<file path="src/rtl/load_ext_stage.sv">
// Load-data extender: picks a byte/half/word/full lane from the memory word,
// zero- or sign-extends it, and registers the result behind a valid/ready stage.
module load_ext_stage #(
  parameter int DATA_W = 32,
  parameter int OFF_W  = $clog2(DATA_W/8)
) (
  input  logic              clk,
  input  logic              reset_n,
  input  logic              in_valid,
  output logic              in_ready,
  input  logic [DATA_W-1:0] in_data,
  input  logic [OFF_W-1:0]  in_off,
  input  logic [2:0]        in_mode,
  input  logic [4:0]        in_tag,
  input  logic              flush,
  output logic              out_valid,
  input  logic              out_ready,
  output logic [DATA_W-1:0] out_data,
  output logic [4:0]        out_tag,
  output logic              out_exc
);

  typedef enum logic [2:0] {
    MODE_FULL = 3'b000,
    MODE_BZ   = 3'b001,
    MODE_BS   = 3'b010,
    MODE_HZ   = 3'b011,
    MODE_HS   = 3'b100,
    MODE_WZ   = 3'b101,
    MODE_WS   = 3'b110,
    MODE_RSV  = 3'b111
  } mode_e;

  logic [OFF_W+2:0]  byte_idx;
  logic [OFF_W+2:0]  half_idx;
  logic [7:0]        byte_lane;
  logic [15:0]       half_lane;
  logic [DATA_W-1:0] word_zext;
  logic [DATA_W-1:0] word_sext;
  logic              word_ok;
  logic [DATA_W-1:0] ext_data;
  logic              ext_exc;
  logic              accept;

  assign byte_idx  = {in_off, 3'b000};
  assign half_idx  = {in_off[OFF_W-1:1], 4'b0000};
  assign byte_lane = in_data[byte_idx +: 8];
  assign half_lane = in_data[half_idx +: 16];

  // Word lanes only exist as a sub-lane on a 64-bit datapath.
  generate
    if (DATA_W == 64) begin : g_word64
      logic [OFF_W+2:0] word_idx;
      logic [31:0]      word_lane;
      assign word_idx  = {in_off[2], 5'b00000};
      assign word_lane = in_data[word_idx +: 32];
      assign word_zext = {{(DATA_W-32){1'b0}}, word_lane};
      assign word_sext = {{(DATA_W-32){word_lane[31]}}, word_lane};
      assign word_ok   = (in_off[1:0] == 2'b00);
    end else begin : g_word32
      assign word_zext = in_data;
      assign word_sext = in_data;
      assign word_ok   = 1'b0;
    end
  endgenerate

  always_comb begin
    ext_data = '0;
    ext_exc  = 1'b0;
    case (mode_e'(in_mode))
      MODE_FULL: begin
        ext_exc  = (in_off != '0);
        ext_data = in_data;
      end
      MODE_BZ: ext_data = {{(DATA_W-8){1'b0}}, byte_lane};
      MODE_BS: ext_data = {{(DATA_W-8){byte_lane[7]}}, byte_lane};
      MODE_HZ: begin
        ext_exc  = in_off[0];
        ext_data = {{(DATA_W-16){1'b0}}, half_lane};
      end
      MODE_HS: begin
        ext_exc  = in_off[0];
        ext_data = {{(DATA_W-16){half_lane[15]}}, half_lane};
      end
      MODE_WZ: begin
        ext_exc  = !word_ok;
        ext_data = word_zext;
      end
      MODE_WS: begin
        ext_exc  = !word_ok;
        ext_data = word_sext;
      end
      default: ext_exc = 1'b1;
    endcase
    // A faulting entry must not leak memory data downstream.
    if (ext_exc) ext_data = '0;
  end

  assign in_ready = !out_valid || out_ready;
  assign accept   = in_valid && in_ready;

  always_ff @(posedge clk or negedge reset_n) begin
    if (!reset_n) begin
      out_valid <= 1'b0;
      out_data  <= '0;
      out_tag   <= '0;
      out_exc   <= 1'b0;
    end else if (flush) begin
      out_valid <= 1'b0;
      out_exc   <= 1'b0;
    end else if (accept) begin
      out_valid <= 1'b1;
      out_data  <= ext_data;
      out_tag   <= in_tag;
      out_exc   <= ext_exc;
    end else if (out_valid && out_ready) begin
      out_valid <= 1'b0;
    end
  end

endmodule

</file>
<file path="config.mk">
export PLATFORM = sky130hd
export DESIGN_NAME = load_ext_stage
export DESIGN_NICKNAME = d
export VERILOG_FILES = /design/src/rtl/load_ext_stage.sv
export SDC_FILE = /design/constraint.sdc
export NUM_CORES = 1
export LEC_CHECK = 0
export CAP_MARGIN = 20
export CORE_ASPECT_RATIO = 0.6
export CORE_MARGIN = 5
export CORE_UTILIZATION = 45
export CTS_BUF_LIST = sky130_fd_sc_hd__clkbuf_4
export CTS_CLUSTER_SIZE = 30
export DETAILED_ROUTE_END_ITERATION = 8
export PLACE_DENSITY = 0.81
export RECOVER_POWER = 50
export SLEW_MARGIN = 5
export SYNTH_ARGS = -nofsm -noshare
export SYNTH_HDL_FRONTEND = slang
export SYNTH_SLANG_ARGS = --single-unit
</file>
<file path="constraint.sdc">
create_clock -name clk -period 2.38 [get_ports clk]
set_clock_uncertainty 0.15 [all_clocks]
set_input_delay 0.476 -clock clk [delete_from_list [all_inputs] [get_ports clk]]
set_output_delay 0.476 -clock clk [all_outputs]
set_load 0.02 [all_outputs]
</file>
==> run summary <==
status -> finished, final reports clean
effective utilization at floorplan -> 0.4681
post-route total power -> 1.950 mW
CTS H-tree depth -> 2
Static Leakage -> 1.527 nW
number of cells upsized or downsized after cts -> 0
worst ir drop on vdd -> 0.3117 mV
clock slew seen by the registers of the worst setup and hold paths -> 110 ps
estimated wirelength of the detail-placed design -> 5572 um
placer congestion estimate -> 0.9020
total gr overflow -> 0
number of pins with negative max-slew slack in the final report -> 0
Vert. Die Dim -> 66.45 um
Max clock buf depth -> 2
WHS Path Cells -> 2
min cycle time layout -> 2334 ps
area of the multi-input gates -> 0.001262 sq mm
number of global-route vias before repair -> 2,282
post-DR wirelength/cell -> 17.63 um
number of antenna violations at the first check in global routing -> 0
count of TritonRoute iterations in the first routing pass -> 4
slew at the pin closest to its max-slew limit -> 1465 ps
post-route fraction of the period consumed by the critical path -> 0.9805
Total Die Area -> 0.006916 sq mm
asr flop ratio synth -> 1.000
count of distinct cell types in the synthesized netlist -> 47
area growth from synthesis to layout -> 48.64%
via/cell ratio -> 5.648
required time of the worst setup path -> 1750 ps
count of flip-flops with a built-in enable after synthesis -> 0
clock root cell -> sky130_fd_sc_hd__clkbuf_4
cell area after placement -> 0.003475 sq mm
DRC viols -> 0
arrival time of the worst setup path -> 1710 ps
synth warn -> 0
path category of the worst min-delay check -> flip-flop to flip-flop
post-detailed-routing wire length -> 7458 um
setup repair after global routing missed its margin -> no
Seq cells post-synth -> 39
endpoint of the most critical register-to-register path -> out_tag[1]$_DFFE_PN0P_
number of hold violations in the final report -> 0
Clock Sink Count -> 39
post-synthesis cell area -> 0.002390 sq mm
Core ar. -> 0.005105 sq mm
clock tree from TritonCTS -> done
post-synthesis net count -> 299
Crit Reg-Reg Startpoint -> out_valid$_DFFE_PN0P_
areal power density over the cells -> 548.9 mW/mm^2
gate count of the mapped netlist -> 252
Inserted Clock Buffers -> 5
most used flip-flop cell after synthesis -> sky130_fd_sc_hd__dfrtp_1
normalized max-slew margin -> 0.02301
total I/O pin count -> 87
area taken by flip-flops and latches -> 975.9 sq um
num rows -> 20
R2R setup slack -> 490 ps
filler cell count -> 413
worst-path fanout max -> 5
maximum clock frequency -> 428.5 MHz
overall routing resource usage -> 0.2231
1st-iter DRT viols -> 125
max-cap violation count -> 0
fraction of layout cells with a size suffix above 1 -> 0.1821
finished layout cell area -> 0.003552 sq mm
net count of the finished layout -> 403
portion of the post-synthesis area used by sequential elements -> 0.4084
final core utilization -> 0.6958
worst setup path class -> primary input to primary output
reg2reg path depth -> 4
worst min-delay path endpoint -> out_data[7]$_DFFE_PN0P_
element type at the critical path end -> primary output
post-route antenna net violation count -> 0
pin count of the biggest net entering global routing -> 44
Worst-Skew Late Latency -> 340 ps
first-pass GRT wire length -> 12,230 um
startpoint type of the worst setup path -> primary input
Finished Layout Cells -> 423
Sum Neg Setup Slack -> 0 ps
number of diodes added for antenna fixing -> 0
number of setup violations in the final report -> 0
Avg Cell Area, Syn -> 9.483 sq um
launch point of the worst hold path -> out_data[7]$_DFFE_PN0P_
count of buffers inserted at the top-level ports -> 86
width of the die -> 104.1 um
via count -> 2,389
dpl cells -> 414
## cell usage after synthesis, types with 7 or more instances
cell | count | share of area
sky130_fd_sc_hd__a21oi_1 | 16 | 0.034
sky130_fd_sc_hd__o211ai_2 | 10 | 0.052
sky130_fd_sc_hd__nand2_1 | 46 | 0.072
sky130_fd_sc_hd__mux2_2 | 8 | 0.038
sky130_fd_sc_hd__dfrtp_1 | 39 | 0.41
sky130_fd_sc_hd__a221oi_1 | 10 | 0.037
sky130_fd_sc_hd__o21ai_0 | 8 | 0.017
sky130_fd_sc_hd__o21ai_1 | 13 | 0.027
sky130_fd_sc_hd__mux2i_1 | 14 | 0.059
sky130_fd_sc_hd__buf_2 | 9 | 0.019
sky130_fd_sc_hd__nor3_1 | 7 | 0.015
sky130_fd_sc_hd__nor2_1 | 9 | 0.014
## worst max-delay path, cell delays in order
cell,delay (ps)
sky130_fd_sc_hd__clkdlybuf4s50_1,450
sky130_fd_sc_hd__nand2b_2,160
sky130_fd_sc_hd__clkdlybuf4s50_1,620
## metrics by stage
stage | setup slack [ps] | hold slack, ps
after floorplan | 466.0 | 30.41
after global placement | -7.483 | 327.0
after detailed placement | -128.8 | 323.4
after CTS | 39.62 | 359.6
after global routing | 4.804 | 385.6
final | 46.31 | 352.8
## layer usage
metal  global-route usage  vias up  wire length (um)  part of all wire
li1                     -     1123                 -                 -
met1               0.3315     1126              3435              0.46
met2               0.3135      133              3111              0.42
met3              0.07260        7               864              0.12
met4              0.04523        0                46            0.0062
met5                    0        -                 0                 0
## cells by family (layout without fill, tap and decap cells)
logic type / Yosys count / count (layout) / synth area share
and+or+nand+nor: 87 / 87 / 0.1754
AOI/OAI and AO/OA: 76 / 76 / 0.2435
DFF: 39 / 39 / 0.4084
buffers and inverters: 25 / 130 / 0.06491
muxes: 22 / 22 / 0.09633
xor gates and xnor gates: 2 / 2 / 0.007331
adders and majority gates: 1 / 1 / 0.004189
## registers in the layout, indices dropped and copies added, names as in the netlist
name / count
out_valid: 1
out_exc: 1
out_tag: 5
out_data: 32
## worst max-delay path by stage
stage / from / to / depth (start not counted)
finish: out_ready / in_ready / 3
CTS: out_ready / in_ready / 3
global placement: in_off[0] / out_data[15]$_DFFE_PN0P_ / 7
detailed placement: in_off[0] / out_data[12]$_DFFE_PN0P_ / 7
floorplan: out_ready / out_data[27]$_DFFE_PN0P_ / 7
global route: out_ready / in_ready / 3
## placed cells by master, fill, tap and decap left out, types with 6 or more instances in the layout
cell | Yosys | layout
sky130_fd_sc_hd__nor2b_1 | 6 | 6
sky130_fd_sc_hd__o21ai_0 | 8 | 10
sky130_fd_sc_hd__clkdlybuf4s50_1 | 0 | 75
sky130_fd_sc_hd__mux2i_1 | 14 | 13
sky130_fd_sc_hd__nand2_1 | 46 | 46
sky130_fd_sc_hd__a21oi_1 | 16 | 16
sky130_fd_sc_hd__mux2_2 | 8 | 8
sky130_fd_sc_hd__o21ai_1 | 13 | 11
sky130_fd_sc_hd__o211ai_2 | 10 | 10
sky130_fd_sc_hd__dfrtp_1 | 39 | 39
sky130_fd_sc_hd__nor2_1 | 9 | 9
sky130_fd_sc_hd__a221oi_1 | 10 | 10
sky130_fd_sc_hd__nor3_1 | 7 | 7
sky130_fd_sc_hd__o211ai_1 | 6 | 6
sky130_fd_sc_hd__buf_4 | 1 | 24
sky130_fd_sc_hd__dlygate4sd3_1 | 0 | 11
## power by group
| group | total, mW | switching (mW) | leakage, nW | internal, mW |
|---|---|---|---|---|
| clock | 0.440 | 0.224 | 0.0426 | 0.216 |
| sequential | 0.799 | 0.0530 | 0.514 | 0.746 |
| combinational | 0.711 | 0.355 | 0.970 | 0.356 |
## layout make-up
cell class,count,share of cell area
sequential,39,0.2747
clock inverter,3,0.01092
multi-input combinational,188,0.3554
clock buffer,5,0.01057
timing repair buffer,118,0.3209
tap,66,0.02325
inverter,4,0.004227
## what timing repair did
action / in CTS / in global routing
buffers inserted: 0 / 0
endpoints found under the hold margin: 24 / 0
hold buffers: 1 / 0
(Power assumes the default switching activity.)
==> patch 1: new RTL, same settings <==
Add an input register stage for `in_mode`, with the module's reset; this delays it by one clock. The other inputs are not delayed to match.
--- a/src/rtl/load_ext_stage.sv
+++ b/src/rtl/load_ext_stage.sv
@@ -32,2 +32,12 @@
   } mode_e;
+
+  logic [2:0] in_mode_q;
+
+  always_ff @(posedge clk or negedge reset_n) begin
+    if (!reset_n) begin
+      in_mode_q <= '0;
+    end else begin
+      in_mode_q <= in_mode;
+    end
+  end
 
@@ -69,3 +79,3 @@
     ext_exc  = 1'b0;
-    case (mode_e'(in_mode))
+    case (mode_e'(in_mode_q))
       MODE_FULL: begin
Check against the original RTL: not equivalent (a bounded check fails within 4 cycles, from zero or initial values and one cycle with reset_n low).
==> patch 1 against the original RTL <==
Hold slack improved by 2.9 ps; wire length fell by 13%; utilization grew 0.17 points; worst setup slack improved by 19 ps; highest routed layer unchanged; synthesized cell count shrank 26%; sequential power is 7.9% higher; total power up 1.1%; sequential cell count rose by 3; critical endpoint is now out_data[15]; cell area decreased by 9.4%; area after synthesis decreased by 9.7%.
==> patch 1: results (changes against the original RTL) <==
yosysSeqAreaShare: 0.487  # +0.0786
hold_path_startpoint: "out_data[11]"
cp_max_fo: 8  # +3
synthXorXnorAreaFrac: 0.00406  # -0.00327
drt_iter0_drc: 160  # +28%
seqPwrFrac: 0.437  # +0.027
gp_congestion: 0.825  # -8.5%
dp_slack_ps: -493  # -364 ps
dpl_cell_area_sq_mm: 0.00311  # -10%
synth-compound-area-share: 0.254  # +0.0105
outcome: "completed"
syn_nets: 233  # -22%
p_leak_nw: 1.35  # -11%
p_comb_frac: 0.325  # -0.040
num-fill-cells: 360  # -13%
drive_above_1_share: 0.174  # -0.00770
min_to: "out_data[11]"
final_cells: 344  # -19%
grt_pass1_wl_um: 10300  # -15%
place_hpwl_um: 4890  # -12%
synth_common_cells: "dfrtp_1 (42), o21ai_1 (17), a221o_1 (16)"
routed_wl_um: 6490  # -13%
postCtsSetupRepairBufs: 1  # +1
hold_ws_ps: 356  # +2.93 ps
r2r-start: "in_mode_q[0]"
insertion_delay_ps: 360  # +20 ps
grt_pass1_vias: 2023  # -11%
sw_frac_of_total: 0.307  # -0.0166
rr_endpoint: "out_data[28]"
crit_family: "multiplexers"
peakVddDrop_mv: 0.359  # +15%
grt_max_degree: 45  # +2.3%
-- patch 1: worst max-delay path by stage --
| stage | from | end | slack, ps | cells after the start |
|---|---|---|---|---|
| finish | in_off[1] | out_data[15] | 70 | 5 |
| global route | in_off[1] | out_data[15] | 40 | 5 |
| CTS | in_off[1] | out_data[28] | 110 | 8 |
| detailed placement | in_off[1] | out_data[28] | -490 | 6 |
| global placement | in_off[1] | out_data[20] | -320 | 6 |
| floorplan | out_ready | out_data[22] | 240 | 8 |
-- patch 1: metal layers --
metal | part of all wire | vias to the layer above | track usage
li1 | - | 910 | -
met1 | 0.43 | 958 | 0.285
met2 | 0.44 | 101 | 0.314
met3 | 0.12 | 8 | 0.0794
met4 | 0.0097 | 0 | 0.0477
met5 | 0 | - | 0
-- patch 1: final cells by class --
cell class / instances / area share
multi-input cells: 122 / 0.307
clock buffers: 6 / 0.0140
flip-flops and latches: 42 / 0.327
well taps: 63 / 0.0245
repair buffers: 105 / 0.311
clock inverters: 2 / 0.0117
inverters: 4 / 0.00467
==> patch 2: new RTL, same flow settings <==
Made on the original files. Change the parameter `DATA_W` from 32 to 64.
--- a/src/rtl/load_ext_stage.sv
+++ b/src/rtl/load_ext_stage.sv
@@ -3,3 +3,3 @@
 module load_ext_stage #(
-  parameter int DATA_W = 32,
+  parameter int DATA_W = 64,
   parameter int OFF_W  = $clog2(DATA_W/8)
Ports: changed (resized in_data, in_off and out_data); port bits go from 87 to 152. No check against the original RTL was run, so the function may have changed too.
==> patch 2 against the original RTL <==
Area after synthesis rose by 99%; total power rose by 92%; sequential cell count rose by 32; cell area rose by 100%; synthesized cell count rose by 100%; utilization fell by 1.2 points; worst setup slack got worse by 3.3 ps; cell count rose by 100%; wire length rose by 140%; sequential power rose by 84%; global-route usage rose by 5.2 points; count of clock-buffer cells in the layout rose by 6; critical path type is now in2reg.
==> patch 2: results (changes against the original RTL) <==
place.port_buffers: 151  # +76%
synth_common_cells: "nand2_1 (117), dfrtp_1 (71), o211ai_2 (31)"
dr.pass1.iters: 6  # +2
synthXorXnorAreaFrac: 0.00184  # -0.00549
cts_buffer_depth: 2  # unchanged
yosysSeqAreaShare: 0.373  # -0.0355
synth_area_leaders: "dfrtp_1 (37%), nand2_1 (9.2%), o211ai_2 (8.1%), mux4_2 (7.1%), mux2i_1 (3.8%)"
p_leak_nw: 3.12  # +100%
num-fill-cells: 791  # +92%
syn_nets: 589  # +97%
gp_congestion: 0.970  # +7.5%
rr_endpoint: "out_data[1]"
ys.flop_type: "dfrtp_1"
synth-compound-area-share: 0.253  # +0.00996
grt_usage: 0.275  # +0.0517
rrSetupSlack_ps: 350  # -140 ps
drive_above_1_share: 0.245  # +0.0626
synth_mux_area_frac: 0.135  # +0.0384
grt_max_degree: 72  # +64%
top_regs: "out_data (64), out_tag (5)"
numCtsBuffers: 9  # +4
insertion_delay_ps: 440  # +100 ps
nNetsFinal: 783  # +94%
grt_pass1_wl_um: 27600  # +130%
crit_start: "in_data[31]"
dpl_cell_area_sq_mm: 0.00684  # +97%
peakVddDrop_mv: 0.303  # -2.7%
r2r_cells: 6  # +2
worst_ep_arrival_time_ps: 2560  # +850 ps
routed_wl_um: 18100  # +140%
cp_max_fo: 7  # +2
grt_pass1_vias: 4914  # +120%
hold_path_startpoint: "out_tag[4]"
synthAdderAreaFrac: 0  # -0.00419
hold_class: "reg2reg"
hold_depth: 2  # unchanged
antenna_found_initial: 1  # +1
ant_nets: 0  # unchanged
slew_headroom: 0.340  # +0.317
outcome: "completed"
largest_reg_flops: 64  # +100%
hold_ws_ps: 331  # -22.2 ps
htree_levels: 3  # +1
min_to: "out_tag[4]"
vias: 5091  # +110%
place_hpwl_um: 13700  # +150%
crit_slowest_cell: "a2111oi_1"
drt_iter0_drc: 575  # +360%
r2r-start: "out_valid"
yosysUniqueCellTypes: 48  # +2.1%
## patch 2: how the worst max path moves through the flow
stage | end | slack (ps) | depth (start not counted)
final | out_data[63] | 40 | 8
after global routing | out_data[34] | 10 | 8
after CTS | out_data[17] | -80 | 5
after floorplan | out_data[31] | 220 | 7
after global placement | out_data[34] | -580 | 8
after detailed placement | out_data[11] | -690 | 8
## patch 2: what timing repair did
| item | CTS | global route |
|---|---|---|
| gates cloned | 0 | 2 |
| gates resized for setup | 5 | 19 |
| setup endpoints to repair | 57 | 62 |
| endpoints found under the hold margin | 71 | 0 |
| pin swaps | 0 | 1 |
| buffers inserted | 2 | 1 |
| hold buffers | 1 | 0 |
## patch 2: area by class of cell
class | count | area (sq um) | area share
Tap cell | 139 | 174 | 0.0243
Antenna cell | 1 | 2.50 | 0.000350
Multi-Input combinational cell | 386 | 2790 | 0.391
Sequential cell | 71 | 1780 | 0.249
Clock inverter | 4 | 47.5 | 0.00666
Timing Repair Buffer | 231 | 2250 | 0.315
Clock buffer | 11 | 82.6 | 0.0116
Inverter | 4 | 15.0 | 0.00210
## patch 2: per-stage QoR
step | setup WS (ps) | instances | TNS [ps]
2_1_floorplan | 224 | 509 | 0
3_3_place_gp | -577 | 825 | -32810
3_5_place_dp | -687 | 825 | -39470
4_1_cts | -78.9 | 843 | -278
5_1_grt | 12.8 | 847 | 0
6_report | 43.0 | 847 | 0
## patch 2: worst register-to-register path, delay by kind of cell (launching register included)
family	cells	cell delay, ps
DFF	1	360
buffers and inverters	1	200
AOI/OAI and AO/OA	1	230
and+or+nand+nor	4	990
## patch 2: cell families (layout without fill, tap and decap cells)
logic type | count (synthesis) | in the layout
xor+xnor | 1 | 1
mux | 44 | 44
buf+inv | 52 | 250
compound gates | 149 | 149
simple gates | 192 | 192
flops | 71 | 71
other cells | 0 | 1
## patch 2: routing by layer
layer	vias to the layer above	global-route usage	wire length [um]
li1	2261	-	-
met1	2463	0.397	7700
met4	0	0.0665	279
met2	344	0.413	7960
met5	-	0	0
met3	23	0.0705	2150
## patch 2: power breakdown
group / internal, mW / switching (mW)
registers: 1.37 / 0.103
logic: 0.720 / 0.763
clock network: 0.335 / 0.447
total: 2.42 / 1.31
